--- src/rtl/hazard_ctrl_pkg.sv ---
// Shared types for the hazard controller: FSM states, scoreboard entry
// layout and the pipeline control bundle with its fixed patterns.
package hazard_ctrl_pkg;

  localparam int REG_W = 3;

  typedef enum logic [1:0] {
    ST_RUN    = 2'd0,
    ST_DRAIN  = 2'd1,
    ST_HALTED = 2'd2
  } state_e;

  typedef struct packed {
    logic             valid;
    logic [REG_W-1:0] rd;
    logic             is_load;
  } sb_entry_t;

  typedef struct packed {
    logic pc_en;
    logic ifid_en;
    logic ifid_flush;
    logic idex_en;
    logic idex_pass;
    logic exmem_en;
    logic memwb_en;
  } ctrl_t;

  // Also used while draining/halted: front end flushed, back end keeps moving.
  localparam ctrl_t CTRL_RESET = '{pc_en: 1'b0, ifid_en: 1'b1, ifid_flush: 1'b1,
                                   idex_en: 1'b1, idex_pass: 1'b0,
                                   exmem_en: 1'b1, memwb_en: 1'b1};
  localparam ctrl_t CTRL_FREEZE = '{pc_en: 1'b0, ifid_en: 1'b0, ifid_flush: 1'b0,
                                    idex_en: 1'b0, idex_pass: 1'b0,
                                    exmem_en: 1'b0, memwb_en: 1'b0};
  localparam ctrl_t CTRL_REDIRECT = '{pc_en: 1'b1, ifid_en: 1'b1, ifid_flush: 1'b1,
                                      idex_en: 1'b1, idex_pass: 1'b0,
                                      exmem_en: 1'b1, memwb_en: 1'b1};
  localparam ctrl_t CTRL_RAW = '{pc_en: 1'b0, ifid_en: 1'b0, ifid_flush: 1'b0,
                                 idex_en: 1'b1, idex_pass: 1'b0,
                                 exmem_en: 1'b1, memwb_en: 1'b1};
  localparam ctrl_t CTRL_IFETCH = '{pc_en: 1'b0, ifid_en: 1'b1, ifid_flush: 1'b1,
                                    idex_en: 1'b1, idex_pass: 1'b1,
                                    exmem_en: 1'b1, memwb_en: 1'b1};
  localparam ctrl_t CTRL_RUN = '{pc_en: 1'b1, ifid_en: 1'b1, ifid_flush: 1'b0,
                                 idex_en: 1'b1, idex_pass: 1'b1,
                                 exmem_en: 1'b1, memwb_en: 1'b1};

  // r0 is an ordinary register here, so no zero-register exclusion.
  function automatic logic src_match(input logic [REG_W-1:0] rs, input logic rs_used,
                                     input logic [REG_W-1:0] rt, input logic rt_used,
                                     input logic [REG_W-1:0] rd);
    return (rs_used & (rs == rd)) | (rt_used & (rt == rd));
  endfunction

endpackage

--- src/rtl/hazard_ctrl_sb_entry.sv ---
// One scoreboard slot: holds the destination info of the instruction in one
// stage and reports whether the instruction in decode reads it.
module hazard_ctrl_sb_entry
  import hazard_ctrl_pkg::*;
(
  input  logic             clk,
  input  logic             rst,
  input  logic             adv_i,
  input  sb_entry_t        ent_d_i,
  input  logic [REG_W-1:0] rs_i,
  input  logic             rs_used_i,
  input  logic [REG_W-1:0] rt_i,
  input  logic             rt_used_i,
  output sb_entry_t        ent_o,
  output logic             match_o
);

  sb_entry_t ent_q;

  // Entry register; holds whenever the pipeline is frozen.
  always_ff @(posedge clk) begin
    if (rst) begin
      ent_q <= '0;
    end else if (adv_i) begin
      ent_q <= ent_d_i;
    end
  end

  assign ent_o   = ent_q;
  assign match_o = ent_q.valid & src_match(rs_i, rs_used_i, rt_i, rt_used_i, ent_q.rd);

endmodule

--- src/rtl/hazard_ctrl.sv ---
// Pipeline hazard/stall controller: priority mux over data-memory stall,
// redirect, RAW stall and fetch stall, plus the halt drain FSM.
//
// state     | meaning
// ----------+-------------------------------------------------------------
// ST_RUN    | normal issue; halt entering EX moves to ST_DRAIN
// ST_DRAIN  | front end flushed, counting unstalled cycles until drained
// ST_HALTED | pipeline empty, Halted asserted until reset
module hazard_ctrl
  import hazard_ctrl_pkg::*;
#(
  parameter bit FWD       = 1'b1,
  parameter bit WB_BYPASS = 1'b1,
  parameter int DRAIN_CYC = 3
) (
  input  logic             clk,
  input  logic             rst,
  input  logic [REG_W-1:0] Rs_id,
  input  logic             RsUsed_id,
  input  logic [REG_W-1:0] Rt_id,
  input  logic             RtUsed_id,
  input  logic [REG_W-1:0] WrReg_id,
  input  logic             RegWrite_id,
  input  logic             MemtoReg_id,
  input  logic             Halt_id,
  input  logic             BrTaken_ex,
  input  logic             IMemStall,
  input  logic             DMemStall,
  output logic             PCEn,
  output logic             IfidEn,
  output logic             IfidFlush,
  output logic             IdexEn,
  output logic             IdexPass,
  output logic             ExmemEn,
  output logic             MemwbEn,
  output logic             Halted
);

  localparam int CNT_W = (DRAIN_CYC > 1) ? $clog2(DRAIN_CYC) : 1;
  localparam logic [CNT_W-1:0] CNT_LAST = CNT_W'(DRAIN_CYC - 1);

  state_e           state_q, state_d;
  logic [CNT_W-1:0] cnt_q, cnt_d;
  logic             ex_live_q, ex_live_d;

  sb_entry_t ex_ent, mem_ent, wb_ent, ex_d;
  logic      ex_match, mem_match, wb_match;
  logic      raw_hit, redirect, advance;
  ctrl_t     ctrl;
  logic      unused_wb_ent;

  assign advance  = ~DMemStall;
  assign redirect = BrTaken_ex & ex_live_q;

  // A squashed slot enters EX as invalid so it can never cause a stall.
  assign ex_d = '{valid: ctrl.idex_pass & RegWrite_id, rd: WrReg_id, is_load: MemtoReg_id};

  hazard_ctrl_sb_entry u_sb_ex (
    .clk       (clk),
    .rst       (rst),
    .adv_i     (advance),
    .ent_d_i   (ex_d),
    .rs_i      (Rs_id),
    .rs_used_i (RsUsed_id),
    .rt_i      (Rt_id),
    .rt_used_i (RtUsed_id),
    .ent_o     (ex_ent),
    .match_o   (ex_match)
  );

  hazard_ctrl_sb_entry u_sb_mem (
    .clk       (clk),
    .rst       (rst),
    .adv_i     (advance),
    .ent_d_i   (ex_ent),
    .rs_i      (Rs_id),
    .rs_used_i (RsUsed_id),
    .rt_i      (Rt_id),
    .rt_used_i (RtUsed_id),
    .ent_o     (mem_ent),
    .match_o   (mem_match)
  );

  hazard_ctrl_sb_entry u_sb_wb (
    .clk       (clk),
    .rst       (rst),
    .adv_i     (advance),
    .ent_d_i   (mem_ent),
    .rs_i      (Rs_id),
    .rs_used_i (RsUsed_id),
    .rt_i      (Rt_id),
    .rt_used_i (RtUsed_id),
    .ent_o     (wb_ent),
    .match_o   (wb_match)
  );

  // The WB slot is the end of the chain; only its match result is consumed.
  assign unused_wb_ent = ^wb_ent;

  // RAW detection: with forwarding only a load still in EX cannot be bypassed.
  always_comb begin
    raw_hit = 1'b0;
    if (FWD) begin
      raw_hit = ex_match & ex_ent.is_load;
    end else begin
      raw_hit = ex_match | mem_match | (~WB_BYPASS & wb_match);
    end
  end

  // Priority mux for all pipeline enables.
  always_comb begin
    ctrl = CTRL_RUN;
    if (rst) begin
      ctrl = CTRL_RESET;
    end else if (DMemStall) begin
      ctrl = CTRL_FREEZE;
    end else if (state_q != ST_RUN) begin
      ctrl = CTRL_RESET;
    end else if (redirect) begin
      ctrl = CTRL_REDIRECT;
    end else if (raw_hit) begin
      ctrl = CTRL_RAW;
    end else if (IMemStall) begin
      ctrl = CTRL_IFETCH;
    end
  end

  assign PCEn      = ctrl.pc_en;
  assign IfidEn    = ctrl.ifid_en;
  assign IfidFlush = ctrl.ifid_flush;
  assign IdexEn    = ctrl.idex_en;
  assign IdexPass  = ctrl.idex_pass;
  assign ExmemEn   = ctrl.exmem_en;
  assign MemwbEn   = ctrl.memwb_en;
  assign Halted    = ~rst & (state_q == ST_HALTED);

  // Halt/drain next state; only unstalled cycles count towards the drain.
  always_comb begin
    state_d   = state_q;
    cnt_d     = cnt_q;
    ex_live_d = ctrl.idex_pass;
    unique case (state_q)
      ST_RUN: begin
        if (ctrl.idex_pass & Halt_id) begin
          state_d = ST_DRAIN;
          cnt_d   = '0;
        end
      end
      ST_DRAIN: begin
        if (cnt_q == CNT_LAST) begin
          state_d = ST_HALTED;
          cnt_d   = '0;
        end else begin
          cnt_d = cnt_q + CNT_W'(1);
        end
      end
      ST_HALTED: begin
        state_d = ST_HALTED;
      end
      default: begin
        state_d = ST_RUN;
        cnt_d   = '0;
      end
    endcase
  end

  // State register; frozen along with the pipeline during a data-memory stall.
  always_ff @(posedge clk) begin
    if (rst) begin
      state_q   <= ST_RUN;
      cnt_q     <= '0;
      ex_live_q <= 1'b0;
    end else if (advance) begin
      state_q   <= state_d;
      cnt_q     <= cnt_d;
      ex_live_q <= ex_live_d;
    end
  end

endmodule

--- config.mk ---
export PLATFORM = sky130hd
export DESIGN_NAME = hazard_ctrl
export DESIGN_NICKNAME = d
export VERILOG_FILES = /design/src/rtl/hazard_ctrl_pkg.sv /design/src/rtl/hazard_ctrl_sb_entry.sv /design/src/rtl/hazard_ctrl.sv
export SDC_FILE = /design/constraint.sdc
export NUM_CORES = 1
export LEC_CHECK = 0
export ABC_CLOCK_PERIOD_IN_PS = 2000
export CAP_MARGIN = 20
export CORE_MARGIN = 3
export CORE_UTILIZATION = 43
export CTS_BUF_LIST = sky130_fd_sc_hd__clkbuf_2 sky130_fd_sc_hd__clkbuf_4 sky130_fd_sc_hd__clkbuf_8
export DETAILED_ROUTE_END_ITERATION = 8
export PLACE_DENSITY = 0.86
export SLEW_MARGIN = 20
export SYNTH_ARGS = -nofsm -noshare
export SYNTH_HDL_FRONTEND = slang
export SYNTH_SLANG_ARGS = --single-unit
--- constraint.sdc ---
create_clock -name clk -period 2 [get_ports clk]
set_clock_uncertainty 0.15 [all_clocks]
set_input_delay 0.4 -clock clk [delete_from_list [all_inputs] [get_ports clk]]
set_output_delay 0.4 -clock clk [all_outputs]
set_load 0.1 [all_outputs]
==> impl_metrics.toml, run 1 <==
[status]
status = "did not finish"
stop_stage = "global routing"
error_line = "[ERROR DPL-0033] detailed placement checks failed during check placement."

[yosys]
ys_seq_area_share_pct = 30.8
synth_cell_types = 29
synth_area_um2 = 651
ys_warn_count = 0
synth-edff-count = 0
syn-num-nets = 94
synth.largest_area_cell = "dfxtp_1"
synth_flop_cell = "dfxtp_1"
synth_seq_cells = 10
synth_top_cell_area_share_pct = 30.8
synthesis.instances = 72
synth.avg_cell_area_um2 = 9.04
yosysMostFrequentCell = "dfxtp_1"
synth_area_leaders = "dfxtp_1 31%, xnor2_1 8.1%, mux2i_1 7.7%"
synth_common_cells = "10 x dfxtp_1, 6 x inv_1, 6 x nor2_1, 6 x xnor2_1, 5 x mux2i_1"
synthArstFlopShare_pct = 0

[clocking]
htree_levels = 1
cts_num_sinks = 10
ctsRootBufferMaster = "clkbuf_4"
cts_buffers = 3
clk_path_buf_depth = 2
ctsHoldBuffers = 0

[placement]
port_buffers = 26
place_congestion = 0.801
hpwlAfterDp_um = 1400

[timing]
worstEpCategory = "primary output"
grt_repair_worst_endpoint = "PCEn"

[floorplan]
row_count = 13
ios = 27
start_util_pct = 47.6
dieHeight_um = 44.9
die_x_um = 44.9

[global_route]
antenna_found_initial = 0
grt_max_degree = 12
-- kinds of logic after synthesis --
logic type,after synthesis,share of synthesized area [%]
simple gates,23,22.7
compound gates,14,15.6
buf+inv,10,7.11
flops,10,30.8
xor+xnor,6,8.08
mux,6,10.0
fa+ha+maj,3,5.77
-- metrics by stage --
stage	worst slack (ns)	hold WS [ns]	TNS, ns	instances	area (um^2)
after CTS	-0.0620	0.328	-0.165	131	1240
after detailed placement	-0.356	0.292	-3.02	120	1100
after global placement	-0.331	0.294	-2.68	120	1100
after floorplan	-0.322	0.276	-0.764	72	716
-- timing repair --
action / in CTS
pin swaps: 18
setup endpoints to repair: 9
buffers inserted: 8
resized for setup: 34
cloned: 0
==> inputs of run 2 (changes only) <==
Settings changed: CORE_AREA set to 3 3 64 66, CORE_MARGIN 3 to unset, CORE_UTILIZATION 43 to unset, CTS_BUF_LIST sky130_fd_sc_hd__clkbuf_2 sky130_fd_sc_hd__clkbuf_4 sky130_fd_sc_hd__clkbuf_8 to unset, DIE_AREA set to 0 0 67 69, PLACE_DENSITY 0.86 to unset, PLACE_DENSITY_LB_ADDON set to 0.15.
==> impl_metrics.toml, run 2 <==
[yosys]
ys_seq_area_share_pct = 30.8
synth_area_um2 = 651
synthArstFlopShare_pct = 0
synth_area_leaders = "dfxtp_1 31%, xnor2_1 8.1%, mux2i_1 7.7%"
synth-edff-count = 0
synth_top_cell_area_share_pct = 30.8
yosysMostFrequentCell = "dfxtp_1"
synth_cell_types = 29
synth_flop_cell = "dfxtp_1"
ys_warn_count = 0
synth_seq_cells = 10
syn-num-nets = 94
synth.largest_area_cell = "dfxtp_1"
synth_common_cells = "10 x dfxtp_1, 6 x inv_1, 6 x nor2_1, 6 x xnor2_1, 5 x mux2i_1"
synth.avg_cell_area_um2 = 9.04
synthesis.instances = 72

[layout]
fin_nets = 141
final_common_cell = "buf_4"
regArea_um2 = 205
largest_register_ffs = 5
finalInstanceArea_mm2 = 0.00131
n_fill_cell = 391
multi_input_area_um2 = 507
final_cell_mix = "20 x buf_4, 8 x buf_12, 7 x clkdlybuf4s50_1"
area_growth_pct = 101
n_antenna_cell = 0
drive_gt1_share_pct = 52.1

[setup_path]
cp_slowest_cell = "a21oi_4"
critPathRequiredTime_ns = 1.45
worst-path-stages = 7
path_class = "in -> out"
crit_chain = "clkdlybuf4s15_1 -> xnor2_1 -> nand4_1 -> a21oi_4 -> o21ai_1 -> and2_4 -> buf_12"
cp-startpoint = "Rs_id[2]"
critical_path_buf_inv_count = 2
cp_max_fo = 4
worstPathArrival_ns = 1.58
crit_path_start_kind = "input pin"
rr_startpoint = "u_sb_ex.ent_o[1]"
crit_family = "simple AND/OR/NAND/NOR gates"
cp_slowest_stage_delay_ns = 0.26
endpoint = "PCEn"
r2r_slack_ns = 0.15
reg2reg_to = "cnt_q[0]"
reg2reg_depth = 6
endpoint_kind = "output pin"

[status]
violations = "setup timing"
status = "complete, but fails checks"

[floorplan]
dieHeight_um = 69
row_count = 22
die_x_um = 67
core-area_mm2 = 0.00363
start_util_pct = 17.9
ios = 27
die_area_mm2 = 0.00462

[drt]
drcViolationCount = 0
final_antenna_net_count = 0
drtIter0Drc = 12
vias_per_cell = 3.95
vias = 652
wirelength_um = 1900
dr.pass1.iters = 2
wl_per_cell_um = 11.5

[clocking]
ctsRootBufferMaster = "clkbuf_8"
htree_levels = 1
clk_pin_slew_ns = 0.05
ctsHoldBuffers = 0
clk_path_buf_depth = 2
cts_tree = "done"
clkLatencyLatePin_ns = 0.23
cts_buffers = 3
cts_num_sinks = 10

[timing]
fin_crit_ns = 2.13
rsz0062_at_grt = "yes"
slew_headroom_pct = 79.1
postLayoutSetupSlackWorst_ns = -0.129
timing.fmax_mhz = 470
fin_worst_hold_slack_ns = 0.302
tightest_slew_ns = 0.312
setup_viol = 3
hold_violations = 0
finalMaxSlewViolations = 0
layout_worst_path_cycle_share_pct = 106

[power]
totalPowerFinal_mw = 0.715
p_leak_nw = 0.542
ir_drop_v = 0.000366
power.density_mw_per_mm2 = 547

[placement]
place_congestion = 0.711
port_buffers = 26
postPlaceCellArea_mm2 = 0.00116
hpwlAfterDp_um = 1480
pre_cts_ws_ns = -0.503

[global_route]
grt_pass1_wl_um = 3170
antenna_found_initial = 0
grt_util_all_layers_pct = 8.96
grt_max_degree = 11
grt_overflow = 0
grt_pass1_vias = 698

[job]
max_cap_violations = 0

[min_path]
hold_class = "reg -> reg"
==> run 2: cell counts after synthesis <==
Identical to the previous run, type by type.
==> run 2: layout make-up <==
class / count / area share [%]
inverters: 6 / 2.01
well taps: 48 / 4.60
repair buffers: 46 / 35.7
flip-flops and latches: 10 / 15.7
clock buffers: 3 / 3.16
multi-input cells: 52 / 38.8
==> run 2: repair_timing <==
| action | CTS | global route |
|---|---|---|
| endpoints found under the setup margin | 10 | 7 |
| endpoints found under the hold margin | 0 | 0 |
| gates resized for setup | 40 | 5 |
| setup buffers | 3 | 4 |
| pin swaps | 14 | 7 |
| cloned | 0 | 0 |
==> run 2: cells by family (layout without fill, tap and decap cells) <==
family,after synthesis,count (layout),synth area share (%)
AOI/OAI and AO/OA,14,14,15.6
xor gates and xnor gates,6,6,8.08
DFF,10,10,30.8
and+or+nand+nor,23,23,22.7
muxes,6,6,10.0
buffers and inverters,10,55,7.11
adders and majority gates,3,3,5.77
==> run 2: how the worst min path moves through the flow <==
stage                     slack, ns        end       from  depth (start not counted)
after floorplan                0.28  ex_live_q  ex_live_q                          1
after global placement         0.29  ex_live_q  ex_live_q                          1
after detailed placement       0.30  ex_live_q  ex_live_q                          1
after CTS                      0.31  ex_live_q  ex_live_q                          1
after global routing           0.35  ex_live_q  ex_live_q                          1
final                          0.30  ex_live_q  ex_live_q                          1
==> run 2: stage by stage <==
stage / utilization (%) / instances / setup TNS, ns
final: 36.0 / 165 / -0.354
after global routing: 36.0 / 165 / -0.681
after CTS: 34.8 / 161 / -0.369
after detailed placement: 31.9 / 155 / -3.66
after global placement: 31.9 / 155 / -3.46
after floorplan: - / 72 / -0.764
==> run 2: report_power, final <==
part	switching [mW]	leakage [nW]	internal [mW]
registers	0.00859	0.0834	0.212
clock network	0.0768	0.0216	0.132
logic	0.148	0.437	0.138
==> run 2: per-layer routing <==
metal  vias up  GRT usage, %  part of all wire, %
li1        335             -                    -
met1       296          10.7                   41
met2        19          14.7                   50
met3         2          3.75                  8.1
met4         0          2.03                 0.90
met5         -             0                    0
==> run 2: worst reg2reg max path, stage by stage, from the launching register on <==
cell and delay (ns):
dfxtp_2 0.37, xnor2_2 0.12, nand4_1 0.19, buf_4 0.19, a211oi_2 0.33, nor4_4 0.10, mux2_4 0.30
No activity file was read; power rests on OpenSTA's default activity.
